==> config.mk <==
export PLATFORM = sky130hd
export DESIGN_NAME = proc_arbiter_flat
export DESIGN_NICKNAME = d
export VERILOG_FILES = /design/src/rtl/proc_arbiter_if.sv /design/src/rtl/proc_arbiter.sv /design/src/flat_wrapper.sv
export SDC_FILE = /design/constraint.sdc
export NUM_CORES = 1
export LEC_CHECK = 0
export CORE_ASPECT_RATIO = 0.6
export CORE_MARGIN = 3
export CORE_UTILIZATION = 39
export DETAILED_ROUTE_END_ITERATION = 16
export MAX_ROUTING_LAYER = met4
export PLACE_DENSITY_LB_ADDON = 0.05
export SYNTH_ARGS = -nofsm -noshare
export SYNTH_HDL_FRONTEND = slang
export SYNTH_SLANG_ARGS = --single-unit
==> constraint.sdc <==
create_clock -name clk -period 2.3 [get_ports clk]
set_clock_uncertainty 0.1 [all_clocks]
set_input_delay 0.69 -clock clk [delete_from_list [all_inputs] [get_ports clk]]
set_output_delay 0.69 -clock clk [all_outputs]
set_load 0.05 [all_outputs]
==> src/rtl/proc_arbiter_if.sv <==
// Signal bundle between the requesters / processing engine and proc_arbiter.
// The arbiter uses the slave view; requesters and engine (or a bench) use master.
interface proc_arbiter_if #(
   parameter int D_WIDTH = 32,
   parameter int NUM_SLV = 3
);
   logic [NUM_SLV-1:0]         slv_req;
   logic [2*NUM_SLV-1:0]       slv_mode;
   logic [8*NUM_SLV-1:0]       slv_proc_val;
   logic [D_WIDTH*NUM_SLV-1:0] slv_data;
   logic [NUM_SLV-1:0]         slv_data_valid;
   logic [NUM_SLV-1:0]         slv_gnt;
   logic [NUM_SLV-1:0]         slv_ready;
   logic [NUM_SLV-1:0]         slv_done;
   logic [NUM_SLV-1:0]         slv_err;
   logic                       fifo_full;
   logic                       eng_cmplt;
   logic [1:0]                 eng_mode;
   logic [7:0]                 eng_proc_val;
   logic [D_WIDTH-1:0]         eng_data;
   logic                       eng_data_valid;
   logic                       busy;
   logic [1:0]                 cur_id;
   logic [15:0]                job_count;

   modport slave (
      input  slv_req, slv_mode, slv_proc_val, slv_data, slv_data_valid,
             fifo_full, eng_cmplt,
      output slv_gnt, slv_ready, slv_done, slv_err,
             eng_mode, eng_proc_val, eng_data, eng_data_valid,
             busy, cur_id, job_count
   );

   modport master (
      output slv_req, slv_mode, slv_proc_val, slv_data, slv_data_valid,
             fifo_full, eng_cmplt,
      input  slv_gnt, slv_ready, slv_done, slv_err,
             eng_mode, eng_proc_val, eng_data, eng_data_valid,
             busy, cur_id, job_count
   );
endinterface

==> src/rtl/proc_arbiter.sv <==
// Round-robin arbiter sharing one threshold/brightness engine among NUM_SLV
// requesters; the winner's pixel stream is forwarded through one register stage.
module proc_arbiter #(
   parameter int D_WIDTH = 32,
   parameter int NUM_SLV = 3,
   parameter int TIMEOUT = 1024
) (
   input logic           clk,
   input logic           rst_n,
   proc_arbiter_if.slave bus
);

   localparam int                 WD_W    = $clog2(TIMEOUT + 1);
   localparam logic [WD_W-1:0]    WD_LAST = WD_W'(TIMEOUT - 1);
   localparam logic [NUM_SLV-1:0] ONE     = NUM_SLV'(1);

   typedef enum logic [1:0] {S_IDLE, S_CFG, S_STREAM, S_DONE} state_t;

   state_t             state;
   logic [1:0]         last_id;
   logic [1:0]         cur_id_q;
   logic [WD_W-1:0]    wd;
   logic [NUM_SLV-1:0] gnt_q;
   logic [NUM_SLV-1:0] done_q;
   logic [NUM_SLV-1:0] err_q;
   logic [1:0]         eng_mode_q;
   logic [7:0]         eng_proc_val_q;
   logic [D_WIDTH-1:0] eng_data_q;
   logic               eng_data_valid_q;
   logic [15:0]        job_count_q;

   logic [1:0]         next_id;
   logic [1:0]         cand;
   logic               req_any;
   logic [1:0]         sel_mode;
   logic [7:0]         sel_val;
   logic [D_WIDTH-1:0] sel_data;
   logic [NUM_SLV-1:0] ready;
   logic [NUM_SLV-1:0] cur_oh;
   logic               accept;
   logic               mode_bad;

   // Round robin: first requester found scanning upward from last_id + 1.
   always_comb begin
      // NOTE: every variable gets a default before any conditional write, so no latch is inferred.
      next_id = last_id;
      cand    = '0;
      req_any = 1'b0;
      for (int k = 1; k <= NUM_SLV; k++) begin
         cand = 2'((int'(last_id) + k) % NUM_SLV);
         for (int i = 0; i < NUM_SLV; i++) begin
            if (!req_any && cand == 2'(i) && bus.slv_req[i]) begin
               req_any = 1'b1;
               next_id = cand;
            end
         end
      end
   end

   always_comb begin
      sel_mode = '0;
      sel_val  = '0;
      sel_data = '0;
      for (int i = 0; i < NUM_SLV; i++) begin
         if (cur_id_q == 2'(i)) begin
            sel_mode = bus.slv_mode[2*i +: 2];
            sel_val  = bus.slv_proc_val[8*i +: 8];
            sel_data = bus.slv_data[D_WIDTH*i +: D_WIDTH];
         end
      end
   end

   assign cur_oh   = ONE << cur_id_q;
   assign ready    = gnt_q & {NUM_SLV{~bus.fifo_full}};
   assign accept   = |(ready & bus.slv_data_valid);
   assign mode_bad = (sel_mode == 2'b00) || (sel_mode == 2'b11);

   always_ff @(posedge clk or negedge rst_n) begin
      if (!rst_n) begin
         state            <= S_IDLE;
         last_id          <= 2'(NUM_SLV - 1);
         cur_id_q         <= '0;
         wd               <= '0;
         gnt_q            <= '0;
         done_q           <= '0;
         err_q            <= '0;
         eng_mode_q       <= '0;
         eng_proc_val_q   <= '0;
         eng_data_q       <= '0;
         eng_data_valid_q <= 1'b0;
         job_count_q      <= '0;
      end else begin
         // NOTE: non-blocking assignments so every register samples pre-edge values.
         done_q           <= '0;
         err_q            <= '0;
         eng_data_valid_q <= 1'b0;
         unique case (state)
            S_IDLE: begin
               if (req_any) begin
                  cur_id_q <= next_id;
                  state    <= S_CFG;
               end
            end
            S_CFG: begin
               if (mode_bad) begin
                  done_q <= cur_oh;
                  err_q  <= cur_oh;
                  state  <= S_DONE;
               end else begin
                  gnt_q          <= cur_oh;
                  eng_mode_q     <= sel_mode;
                  eng_proc_val_q <= sel_val;
                  wd             <= '0;
                  state          <= S_STREAM;
               end
            end
            S_STREAM: begin
               // A word accepted alongside eng_cmplt is still forwarded, never dropped.
               eng_data_q       <= sel_data;
               eng_data_valid_q <= accept;
               if (bus.eng_cmplt || (!accept && wd == WD_LAST)) begin
                  gnt_q      <= '0;
                  eng_mode_q <= '0;
                  done_q     <= cur_oh;
                  err_q      <= bus.eng_cmplt ? '0 : cur_oh;
                  state      <= S_DONE;
               end else if (accept) begin
                  wd <= '0;
               end else begin
                  wd <= wd + 1'b1;
               end
            end
            S_DONE: begin
               last_id <= cur_id_q;
               if (job_count_q != 16'hFFFF) job_count_q <= job_count_q + 16'd1;
               wd      <= '0;
               state   <= S_IDLE;
            end
            default: state <= S_IDLE;
         endcase
      end
   end

   assign bus.slv_gnt        = gnt_q;
   assign bus.slv_ready      = ready;
   assign bus.slv_done       = done_q;
   assign bus.slv_err        = err_q;
   assign bus.eng_mode       = eng_mode_q;
   assign bus.eng_proc_val   = eng_proc_val_q;
   assign bus.eng_data       = eng_data_q;
   assign bus.eng_data_valid = eng_data_valid_q;
   assign bus.busy           = (state != S_IDLE);
   assign bus.cur_id         = cur_id_q;
   assign bus.job_count      = job_count_q;

endmodule
==> src/flat_wrapper.sv <==
// flat-port wrapper written by rule: the top's interface ports become plain ports
module proc_arbiter_flat 
#(
   parameter int D_WIDTH = 32,
   parameter int NUM_SLV = 3,
   parameter int TIMEOUT = 1024
)
  (clk, rst_n, bus_slv_req, bus_slv_mode, bus_slv_proc_val, bus_slv_data, bus_slv_data_valid, bus_fifo_full, bus_eng_cmplt, bus_slv_gnt, bus_slv_ready, bus_slv_done, bus_slv_err, bus_eng_mode, bus_eng_proc_val, bus_eng_data, bus_eng_data_valid, bus_busy, bus_cur_id, bus_job_count);
  proc_arbiter_if #(.D_WIDTH(D_WIDTH), .NUM_SLV(NUM_SLV)) bus_i ();
  input logic clk;
  input logic rst_n;
  input wire logic [$bits(bus_i.slv_req)-1:0] bus_slv_req;
  input wire logic [$bits(bus_i.slv_mode)-1:0] bus_slv_mode;
  input wire logic [$bits(bus_i.slv_proc_val)-1:0] bus_slv_proc_val;
  input wire logic [$bits(bus_i.slv_data)-1:0] bus_slv_data;
  input wire logic [$bits(bus_i.slv_data_valid)-1:0] bus_slv_data_valid;
  input wire logic [$bits(bus_i.fifo_full)-1:0] bus_fifo_full;
  input wire logic [$bits(bus_i.eng_cmplt)-1:0] bus_eng_cmplt;
  output wire logic [$bits(bus_i.slv_gnt)-1:0] bus_slv_gnt;
  output wire logic [$bits(bus_i.slv_ready)-1:0] bus_slv_ready;
  output wire logic [$bits(bus_i.slv_done)-1:0] bus_slv_done;
  output wire logic [$bits(bus_i.slv_err)-1:0] bus_slv_err;
  output wire logic [$bits(bus_i.eng_mode)-1:0] bus_eng_mode;
  output wire logic [$bits(bus_i.eng_proc_val)-1:0] bus_eng_proc_val;
  output wire logic [$bits(bus_i.eng_data)-1:0] bus_eng_data;
  output wire logic [$bits(bus_i.eng_data_valid)-1:0] bus_eng_data_valid;
  output wire logic [$bits(bus_i.busy)-1:0] bus_busy;
  output wire logic [$bits(bus_i.cur_id)-1:0] bus_cur_id;
  output wire logic [$bits(bus_i.job_count)-1:0] bus_job_count;
  assign bus_i.slv_req = bus_slv_req;
  assign bus_i.slv_mode = bus_slv_mode;
  assign bus_i.slv_proc_val = bus_slv_proc_val;
  assign bus_i.slv_data = bus_slv_data;
  assign bus_i.slv_data_valid = bus_slv_data_valid;
  assign bus_i.fifo_full = bus_fifo_full;
  assign bus_i.eng_cmplt = bus_eng_cmplt;
  assign bus_slv_gnt = bus_i.slv_gnt;
  assign bus_slv_ready = bus_i.slv_ready;
  assign bus_slv_done = bus_i.slv_done;
  assign bus_slv_err = bus_i.slv_err;
  assign bus_eng_mode = bus_i.eng_mode;
  assign bus_eng_proc_val = bus_i.eng_proc_val;
  assign bus_eng_data = bus_i.eng_data;
  assign bus_eng_data_valid = bus_i.eng_data_valid;
  assign bus_busy = bus_i.busy;
  assign bus_cur_id = bus_i.cur_id;
  assign bus_job_count = bus_i.job_count;
  proc_arbiter #(.D_WIDTH(D_WIDTH), .NUM_SLV(NUM_SLV), .TIMEOUT(TIMEOUT)) u_core (.clk(clk), .rst_n(rst_n), .bus(bus_i));
endmodule
### Word-level counts from Yosys, hierarchy flattened

Index checks and enable logic that the tools add are counted.

* logic and storage cells: 136
* bits of input ports: 136
* output and inout port bits: 74
* register bits after elaboration: 85

* eq/ne operators: 18
* add/subtract/negate cells: 5
* bitwise logic cells: 4
* reductions and logical operators: 45
* divide/modulo/power cells: 3
* muxes and demuxes: 48
* shift-type cells: 1

Operators with widths (count)
* $mod A32 B3 Y32 const B: 3
* $mux W32: 3
* $mux W11: 3
* $pmux W11 S3: 1
* $mux W2: 16
* $mux W8: 3
* $logic_and A1 B1 Y1: 18
* $mux W3: 6
* $pmux W3 S2: 3
* $add A16 B1 Y16 const B: 1
* $ne A16 B16 Y1 const B: 1
* $eq A2 B2 Y1 const B: 7
* $logic_not A2 Y1: 6
* $add A11 B1 Y11 const B: 1
* $eq A11 B10 Y1 const B: 1
* $mux W1: 11
* $eq A2 B1 Y1 const B: 5
* $logic_not A1 Y1: 9
* $pmux W2 S4: 1
* $reduce_and A2 Y1: 4
* $add A2 B2 Y3 const B: 2
* $and A3 B3 Y3: 2
* $reduce_and A3 Y1: 2
* $ne A2 B1 Y1 const B: 2
* other kinds (9): 13

### Logic depth before layout (Yosys ltp)

Gate-level depths: netlist of the first run.

* word-level depth: 39
* mapped depth: 8
* depth with buffers taken out: 7

### Worst setup path after synthesis of the first run

No wires, ideal clock.

* kind: input port to flip-flop
* start point: in bus_slv_mode[4]
* end point: reg u_core.gnt_q[0], in the netlist u_core.bus.slv_gnt[0]
* arrival time: 2.058 ns
* path slack: 0.017 ns
* path buffers: 2
* setup time: 0.125 ns
* data required time: 2.075 ns
* stages on the path: 7
* cell sequence: xor2_1 a22o_1 or2_2 clkbuf_1 and3_1 buf_6 mux2_4

* cells in the longest elaborated chain, start to end: 5
* elaborated cells on any way between the ends: 6
* classes of those cells: eq/ne: 2; mux: 1; reduce/logical: 3

Ends and longest elaborated chain
* start, declared: line flat_wrapper.sv:13 `input wire logic [$bits(bus_i.slv_mode)-1:0] bus_slv_mode;`
* $mux W2 (*): line proc_arbiter.sv:65 `if (cur_id_q == 2'(i)) begin`
* $eq A2 B2 Y1 or $logic_not A2 Y1 (tied branches): line proc_arbiter.sv:76 `assign mode_bad = (sel_mode == 2'b00) || (sel_mode == 2'b11);`
* $logic_or A1 B1 Y1 (*): line proc_arbiter.sv:76
* $ne A2 B2 Y1 (no line) (*)
* $reduce_and A3 Y1 (no line) (*)
* end signal, assigned: line proc_arbiter.sv:110 `gnt_q <= cur_oh;`
* end, declared: line proc_arbiter.sv:23 `logic [NUM_SLV-1:0] gnt_q;`

Mark *: on every way between the ends. The rest lies on a longest branch, timed or not.
A chain may end at the register's enable or synchronous reset.

### Worst setup path in the final report of the first run

* start point: reg u_core.err_q[0], in the netlist u_core.bus.slv_err[0]
* end point: out bus_slv_err[0]

RTL lines
* start, declared: line proc_arbiter.sv:25 `logic [NUM_SLV-1:0] err_q;`
* start signal, assigned: line proc_arbiter.sv:107 `err_q <= cur_oh;`
* start signal, assigned: line proc_arbiter.sv:125 `err_q <= bus.eng_cmplt ? '0 : cur_oh;`
* end, declared: line flat_wrapper.sv:22 `output wire logic [$bits(bus_i.slv_err)-1:0] bus_slv_err;`

No word-level cell between the ends.

==> impl_metrics.tcl, run 1 <==
set metrics [dict create \
    outcome "finished, final reports clean" \
    worstMarginPinSlew_ns 0.560 \
    p_leak_uw 0.00349 \
    synthTopCellsByArea "dfrtp_1 44%, mux2i_1 9.2%, a21oi_1 7.4%, nor2_1 6.8%, mux2_2 2.8%" \
    synthCells 512 \
    power_frac_seq_pct 23.7 \
    crit_cells 1 \
    crit_type "reg2out" \
    rrSetupSlack_ns 0.13 \
    start_util_pct 41.1 \
    power.internal_uw 5410 \
    ys.warnings.count 0 \
    num_vias 4714 \
    crit_family "buffers and inverters" \
    clk_latency_ns 0.33 \
    grt_pass1_wl_microns 24000 \
    fillCellCount 960 \
    cp_cell_sequence "clkdlybuf4s50_1" \
    diodes 0 \
    cts_root_buf "clkbuf_16" \
    critPathCaptureType "output pin" \
    finalWirelength_microns 15400 \
    p_clk_share_pct 14.9 \
    grt_max_degree 42 \
    layout-drive-gt1-share_pct 20.6 \
    r2r_end "u_core.wd[8]" \
    setup_viol 0 \
    routabilityCongestion 0.874 \
    critical_path_required_ns 1.51 \
    cp_slowest_cell "clkdlybuf4s50_1" \
    cts_tree "yes" \
    detail-route-antenna-nets 0 \
    finalCritPeriodShare_pct 98.2 \
    synth_area_per_cell_sq_um 9.34 \
    synth_top_area_share_pct 44.0 \
    num_io_pins 210 \
    yosysSeqAreaShare_pct 44.5 \
    hold_class "in2async" \
    reg2regPathDepth 7 \
    wl_per_cell_microns 16.9 \
    crit_path_end "bus_slv_err[0]" \
    antenna_found_initial 0 \
    drv_cap 0 \
    final_core_util_pct 65.0 \
    track_usage_pct 22.3 \
    clkTransAtPathRegs_ns 0.07 \
    dp_hpwl_microns 11900 \
    switchingPower_uw 4960 \
    path_buf_inv 1 \
    crit_start "u_core.bus.slv_err[0]" \
    critPathLaunchType "register" \
    power.share.switching_pct 47.8 \
    area_delta_synth_final_pct 58.3 \
    cp.arrival_ns 1.47 \
    synth-main-ff-cell "dfrtp_1" \
    hold_violations 0 \
    synth_fp_nets 658 \
    synth_edf_count 0 \
    first_pass_iters 4 \
    num_rows 30 \
    max_stage_delay_ns 0.81 \
    rr_startpoint "u_core.wd[0]" \
    hold_slack_ns 0.245 \
    fmax_ghz 0.443 \
    synthArstFlopShare_pct 100 \
    max-slew-margin-rel_pct 62.4 \
    route.detailed.drc 0 \
    synth_area_sq_um 4780 \
    h-tree-depth 3 \
    overflow 0 \
    vias_per_cell 5.19 \
    finalPower_uw 10400 \
    core_area_sq_um 11600 \
    drt_iter0_drc 183 \
    clock_path_buffers 2 \
    design.die.area_sq_um 13700 \
    synth_most_common_cell "nor2_1" \
    cp_max_fo 1 \
    grt_pass1_vias 4723 \
    num-nets-final 889 \
    die_y_microns 91.8 \
    p_comb_share_pct 61.4 \
    synth.distinct_cells 53 \
    finalSetupTns_ns 0 \
    maxSlewViolCount 0 \
    cts_buffers 9 \
    power.density_nw_per_um2 1370 \
    clock-sinks 85 \
    die_w_microns 149 \
    ys_ff_latch 85 \
    fin_crit_ns 2.26 \
    numPortBuffers 209 \
    synth_common_cells "87 x nor2_1, 84 x dfrtp_1, 71 x a21oi_1" \
    rsz0062_at_grt "false" \
    vdd_ir_drop_max_mv 0.702 \
    synth_area_leader_cell "dfrtp_1" \
]
[sequential cells by signal, indices dropped and copies added (netlist names)]
register	flops
u_core.bus.slv_err	3
u_core.bus.eng_mode	2
u_core.bus.eng_data	32
u_core.state	2
u_core.last_id	2
u_core.bus.cur_id	2
u_core.bus.eng_data_valid	1
u_core.wd	11
u_core.bus.slv_gnt	3
u_core.bus.slv_done	3
u_core.bus.eng_proc_val	8
u_core.bus.job_count	16
[layout make-up]
class                   instances  area, sq um  area share, %
flip-flops and latches         85         2130           28.2
repair buffers                247         2330           30.8
inverters                      11         43.8          0.579
well taps                     160          200           2.65
clock buffers                  11          233           3.08
clock inverters                 5         83.8           1.11
multi-input cells             389         2550           33.7
[power groups by stage]
stage	sequential, uW	combinational [uW]	clock [uW]
floorplan	3980	2600	0
global placement	2440	6180	0
detailed placement	2480	6280	0
CTS	2460	6360	1570
global route	2530	6820	1640
finish	2460	6370	1540
[how the worst min path moves through the flow]
stage,endpoint,slack (ns),depth (start not counted)
floorplan,u_core.bus.cur_id[0],0.29,0
global placement,u_core.bus.eng_proc_val[2],0.39,1
detailed placement,u_core.bus.eng_proc_val[6],0.39,1
CTS,u_core.bus.eng_data[13],0.26,1
global route,u_core.bus.eng_data[11],0.28,1
finish,u_core.bus.eng_data[13],0.24,1
[layer usage]
metal,wire length [microns],up-vias,track usage [%]
met3,1040,19,5.58
met5,0,-,-
met4,253,0,5.41
li1,-,2282,-
met2,7420,168,36.8
met1,6660,2245,27.9
[layout by cell type (no fill, tap or decap), types with 5 or more instances in the layout]
cell type,instances
buf_4,95
dlymetal6s2s_1,9
nand4_1,6
a21oi_1,70
clkbuf_16,9
o21ai_0,17
nand3_1,9
nor2_1,87
xor2_1,11
ha_1,9
buf_12,7
nor3_1,9
o211ai_1,6
mux2_2,12
nand2_1,25
dfrtp_1,82
a22oi_1,5
clkdlybuf4s50_1,134
xnor2_1,8
mux2i_1,44
and2_1,8
inv_1,10
o31ai_1,5
[per-stage QoR]
step / area [sq um] / setup slack [ns] / instances
CTS: 7500 / -0.00669 / 907
global placement: 7150 / -0.413 / 889
detailed placement: 7150 / -0.520 / 889
floorplan: 4780 / 0.0171 / 512
finish: 7570 / 0.0410 / 908
global route: 7570 / 0.00476 / 908
[timing repair]
item,in CTS,in global routing
setup buffers,2,1
resized for setup,10,17
pin swaps,6,5
endpoints found under the setup margin,18,32
hold buffers,0,0
[logic make-up after synthesis]
group / synth area share (%)
fa+ha+maj: 2.62
xor+xnor: 3.48
flops: 44.5
compound gates: 16.5
simple gates: 16.4
buf+inv: 3.40
mux: 13.0
Power figures use the tool's default switching activity.
==> run 2: changes to the inputs <==
--- a/config.mk
+++ b/config.mk
@@ -7,8 +7,9 @@
 export LEC_CHECK = 0
 export CORE_ASPECT_RATIO = 0.6
 export CORE_MARGIN = 3
-export CORE_UTILIZATION = 39
+export CORE_UTILIZATION = 50
 export DETAILED_ROUTE_END_ITERATION = 16
+export DONT_BUFFER_PORTS = 1
 export MAX_ROUTING_LAYER = met4
 export PLACE_DENSITY_LB_ADDON = 0.05
 export SYNTH_ARGS = -nofsm -noshare
==> impl_metrics.tcl, run 2 (synthesized netlist as in run 1, its figures left out) <==
set metrics [dict create \
    numPortBuffers 0 \
    rsz0062_at_grt "false" \
    fmax_ghz 0.454 \
    max-slew-margin-rel_pct 62.9 \
    antenna_found_initial 0 \
    vdd_ir_drop_max_mv 0.976 \
    rrSetupSlack_ns 0.15 \
    die_y_microns 81.7 \
    grt_max_degree 86 \
    num_rows 26 \
    clk_latency_ns 0.34 \
    cp.arrival_ns 1.41 \
    area_delta_synth_final_pct 14.1 \
    cts_buffers 9 \
    maxSlewViolCount 0 \
    rr_startpoint "u_core.wd[4]" \
    crit_type "reg2out" \
    drt_iter0_drc 161 \
    die_w_microns 132 \
    route.detailed.drc 0 \
    p_leak_uw 0.00249 \
    grt_pass1_wl_microns 18300 \
    design.die.area_sq_um 10800 \
    grt_pass1_vias 3524 \
    wl_per_cell_microns 18.2 \
    clock-sinks 85 \
    num-nets-final 681 \
    core_area_sq_um 8880 \
    dp_hpwl_microns 9340 \
    hold_slack_ns -0.0517 \
    hold_violations 84 \
    num_vias 3828 \
    drv_cap 0 \
    outcome "complete, but fails checks" \
    fin_crit_ns 2.20 \
    cp_max_fo 7 \
    clock_path_buffers 2 \
    finalSetupTns_ns 0 \
    layout-drive-gt1-share_pct 15.8 \
    layout_commonest_cell "nor2_1" \
    clkTransAtPathRegs_ns 0.06 \
    crit_start "u_core.state[0]" \
    finalWirelength_microns 12100 \
    detail-route-antenna-nets 0 \
    cts_root_buf "clkbuf_16" \
    track_usage_pct 22.2 \
    finalCritPeriodShare_pct 95.8 \
    layout_common_cells "87 x nor2_1, 82 x dfrtp_1, 70 x a21oi_1" \
    h-tree-depth 3 \
    routabilityCongestion 0.827 \
    vias_per_cell 5.76 \
    violations "hold timing" \
    diodes 0 \
    critical_path_required_ns 1.51 \
    cts_tree "yes" \
    num_io_pins 210 \
    postCtsSetupBuffers 0 \
    start_util_pct 53.8 \
    overflow 0 \
    critPathCaptureType "output pin" \
    worstMarginPinSlew_ns 0.556 \
    critPathLaunchType "register" \
    hold_class "in2async" \
    power.density_nw_per_um2 1660 \
    finalPower_uw 9030 \
    setup_viol 0 \
    first_pass_iters 5 \
    largest_reg_flops 32 \
]
[run 2: cell count changes in the layout (fill, tap and decap cells not counted), moves of 2 or more]
cell and change:
o311ai_2 -2, dlymetal6s2s_1 -9, buf_12 -7, o311ai_0 +2, clkinv_2 +2, buf_4 -56
nor2b_4 -2, nor2b_1 +3, clkdlybuf4s50_1 -134
[run 2: what timing repair did]
item / in CTS / in global routing
setup endpoints to repair: 1 / 6
pin swaps: 0 / 1
endpoints found under the hold margin: 84 / 84
resized for setup: 1 / 4
[run 2: path summary, 6_finish.rpt]
path                                            endpoint  cells after the start
min in group clk                         u_core.state[0]                      1
worst min-delay path            u_core.bus.job_count[14]                      0
worst min register to register           u_core.state[0]                      1
max in group asynchronous              u_core.last_id[1]                      0
worst max-delay path                            bus_busy                      4
worst max register to register     u_core.bus.slv_gnt[0]                      5
[run 2: per-stage QoR]
stage	area (sq um)	util [%]	cells	hold WS, ns	setup WS (ns)
3_3_place_gp	5120	57.7	650	0.298	0.0430
4_1_cts	5440	61.3	665	-0.0685	0.0709
6_report	5450	61.4	665	-0.0517	0.0976
2_1_floorplan	4780	-	512	0.294	0.0171
5_1_grt	5450	61.4	665	-0.0729	0.000169
3_5_place_dp	5120	57.7	650	0.298	0.00810
[run 2: worst max-delay path: stages, from the launching register on]
cell      delay, ns
dfrtp_1        0.41
inv_1          0.12
ha_1           0.20
clkinv_2       0.13
buf_4          0.22
[run 2: per-layer routing]
metal	track usage [%]	share of wire (%)	vias up	wire length, microns
met2	33.2	45	137	5420
met1	29.1	45	1809	5460
li1	-	-	1872	-
met3	8.38	9.0	10	1090
met5	-	0	-	0
met4	4.88	1.0	0	125
[run 2: layout make-up]
cell class | instances | area (sq um)
timing repair buffer | 39 | 293
sequential | 85 | 2130
inverter | 11 | 42.5
fill | 787 | 3430
multi-input combinational | 389 | 2510
tap | 126 | 158
clock buffer | 11 | 243
clock inverter | 4 | 72.6
[run 2: report_power, final]
| group | internal [uW] | total [uW] | switching, uW |
|---|---|---|---|
| Clock | 972 | 1520 | 553 |
| Combinational | 1460 | 3720 | 2250 |
| Sequential | 2020 | 3790 | 1770 |
==> run 3: changes to the inputs <==
--- a/config.mk
+++ b/config.mk
@@ -5,12 +5,12 @@
 export SDC_FILE = /design/constraint.sdc
 export NUM_CORES = 1
 export LEC_CHECK = 0
+export CAP_MARGIN = 20
 export CORE_ASPECT_RATIO = 0.6
 export CORE_MARGIN = 3
 export CORE_UTILIZATION = 50
 export DETAILED_ROUTE_END_ITERATION = 16
 export DONT_BUFFER_PORTS = 1
-export MAX_ROUTING_LAYER = met4
 export PLACE_DENSITY_LB_ADDON = 0.05
 export SYNTH_ARGS = -nofsm -noshare
 export SYNTH_HDL_FRONTEND = slang
==> impl_metrics.tcl, run 3 (synthesized netlist as in run 1, its figures left out) <==
set metrics [dict create \
    setup_viol 0 \
    rsz0062_at_grt "false" \
    start_util_pct 53.8 \
    hold_slack_ns -0.0508 \
    cts_buffers 9 \
    vdd_ir_drop_max_mv 0.977 \
    max_stage_delay_ns 0.41 \
    drt_iter0_drc 159 \
    die_y_microns 81.7 \
    numPortBuffers 0 \
    largest_reg_flops 32 \
    clock_path_buffers 2 \
    grt_pass1_wl_microns 18300 \
    rr_startpoint "u_core.last_id[1]" \
    first_pass_iters 4 \
    layout-drive-gt1-share_pct 15.8 \
    overflow 0 \
    clk_latency_ns 0.33 \
    clock-sinks 85 \
    route.detailed.drc 0 \
    wl_per_cell_microns 18.2 \
    critical_path_required_ns 1.51 \
    cts_tree "yes" \
    num_vias 3842 \
    rrSetupSlack_ns 0.14 \
    detail-route-antenna-nets 0 \
    grt_max_degree 86 \
    crit_type "reg2out" \
    layout_common_cells "87 x nor2_1, 82 x dfrtp_1, 70 x a21oi_1" \
    worstMarginPinSlew_ns 0.557 \
    maxSlewViolCount 0 \
    cp_max_fo 7 \
    reg2regPathDepth 6 \
    cp_slowest_cell "dfrtp_1" \
    antenna_found_initial 0 \
    finalCritPeriodShare_pct 96.1 \
    cp.arrival_ns 1.42 \
    num_rows 26 \
    design.die.area_sq_um 10800 \
    finalSetupTns_ns 0 \
    layout_commonest_cell "nor2_1" \
    max-slew-margin-rel_pct 62.9 \
    p_leak_uw 0.00249 \
    h-tree-depth 3 \
    r2r_end "u_core.bus.cur_id[1]" \
    core_area_sq_um 8880 \
    num_io_pins 210 \
    num-nets-final 681 \
    grt_pass1_vias 3546 \
    critPathCaptureType "output pin" \
    hold_violations 84 \
    vias_per_cell 5.78 \
    routabilityCongestion 0.815 \
    finalWirelength_microns 12100 \
    cp_cell_sequence "inv_1 > ha_1 > clkinv_2 > buf_4" \
    critPathLaunchType "register" \
    fillCellCount 787 \
    power.density_nw_per_um2 1660 \
    drv_cap 0 \
    fmax_ghz 0.453 \
    fin_crit_ns 2.21 \
    violations "hold timing" \
    track_usage_pct 21.5 \
    hold_class "in2async" \
    die_w_microns 132 \
    area_delta_synth_final_pct 14.1 \
    outcome "complete, but fails checks" \
    diodes 0 \
    clkTransAtPathRegs_ns 0.06 \
    dp_hpwl_microns 9340 \
    cts_root_buf "clkbuf_16" \
]
==> run 3: worst max-delay path by stage <==
stage,from,endpoint,slack [ns],depth (start not counted)
after floorplan,bus_slv_mode[4],u_core.bus.slv_gnt[0],0.02,7
after global placement,bus_slv_data_valid[0],u_core.bus.slv_gnt[2],0.04,5
after detailed placement,bus_slv_data_valid[0],u_core.bus.slv_gnt[0],0.008,5
after CTS,u_core.wd[4],u_core.wd[0],0.07,6
after global routing,u_core.state[0],bus_busy,0.0002,4
final,u_core.state[0],bus_busy,0.09,4
==> run 3: repair_timing <==
item                                    in CTS  in global routing
gates resized for setup                      1                  4
hold endpoints to repair                    84                 84
buffers inserted                             0                  0
cloned                                       0                  0
pin swaps                                    0                  1
endpoints found under the setup margin       1                  6
==> run 3: layer usage <==
| layer | wire length, microns | vias up | track usage [%] |
|---|---|---|---|
| li1 | - | 1871 | - |
| met1 | 5540 | 1831 | 28.5 |
| met2 | 5410 | 130 | 33.4 |
| met3 | 1040 | 10 | 9.00 |
| met4 | 115 | 0 | 4.88 |
| met5 | 0 | - | 0 |
==> run 3: layout make-up <==
type,instances,area [sq um],area share [%]
tap,126,158,2.89
sequential,85,2130,39.1
timing repair buffer,39,293,5.37
clock buffer,11,243,4.45
inverter,11,42.5,0.780
multi-input combinational,389,2510,46.0
clock inverter,4,72.6,1.33
==> run 3: where the power goes <==
part / internal (uW) / total (uW) / switching [uW]
Combinational: 1460 / 3720 / 2260
Clock: 972 / 1520 / 550
Sequential: 2020 / 3790 / 1770
==> run 3: metrics by stage <==
step	area, sq um	worst slack, ns	power (uW)	cells	util (%)
floorplan	4780	0.0171	6580	512	-
global placement	5120	0.0430	7430	650	57.7
detailed placement	5120	0.00810	7550	650	57.7
CTS	5440	0.0709	9090	665	61.3
global route	5450	0.000169	9640	665	61.4
finish	5450	0.0907	9040	665	61.4
==> run 3: critical path, delay by kind of cell, from the launching register on <==
kind	cells	cell delay (ns)
fa+ha+maj	1	0.20
flops	1	0.41
buf+inv	3	0.48
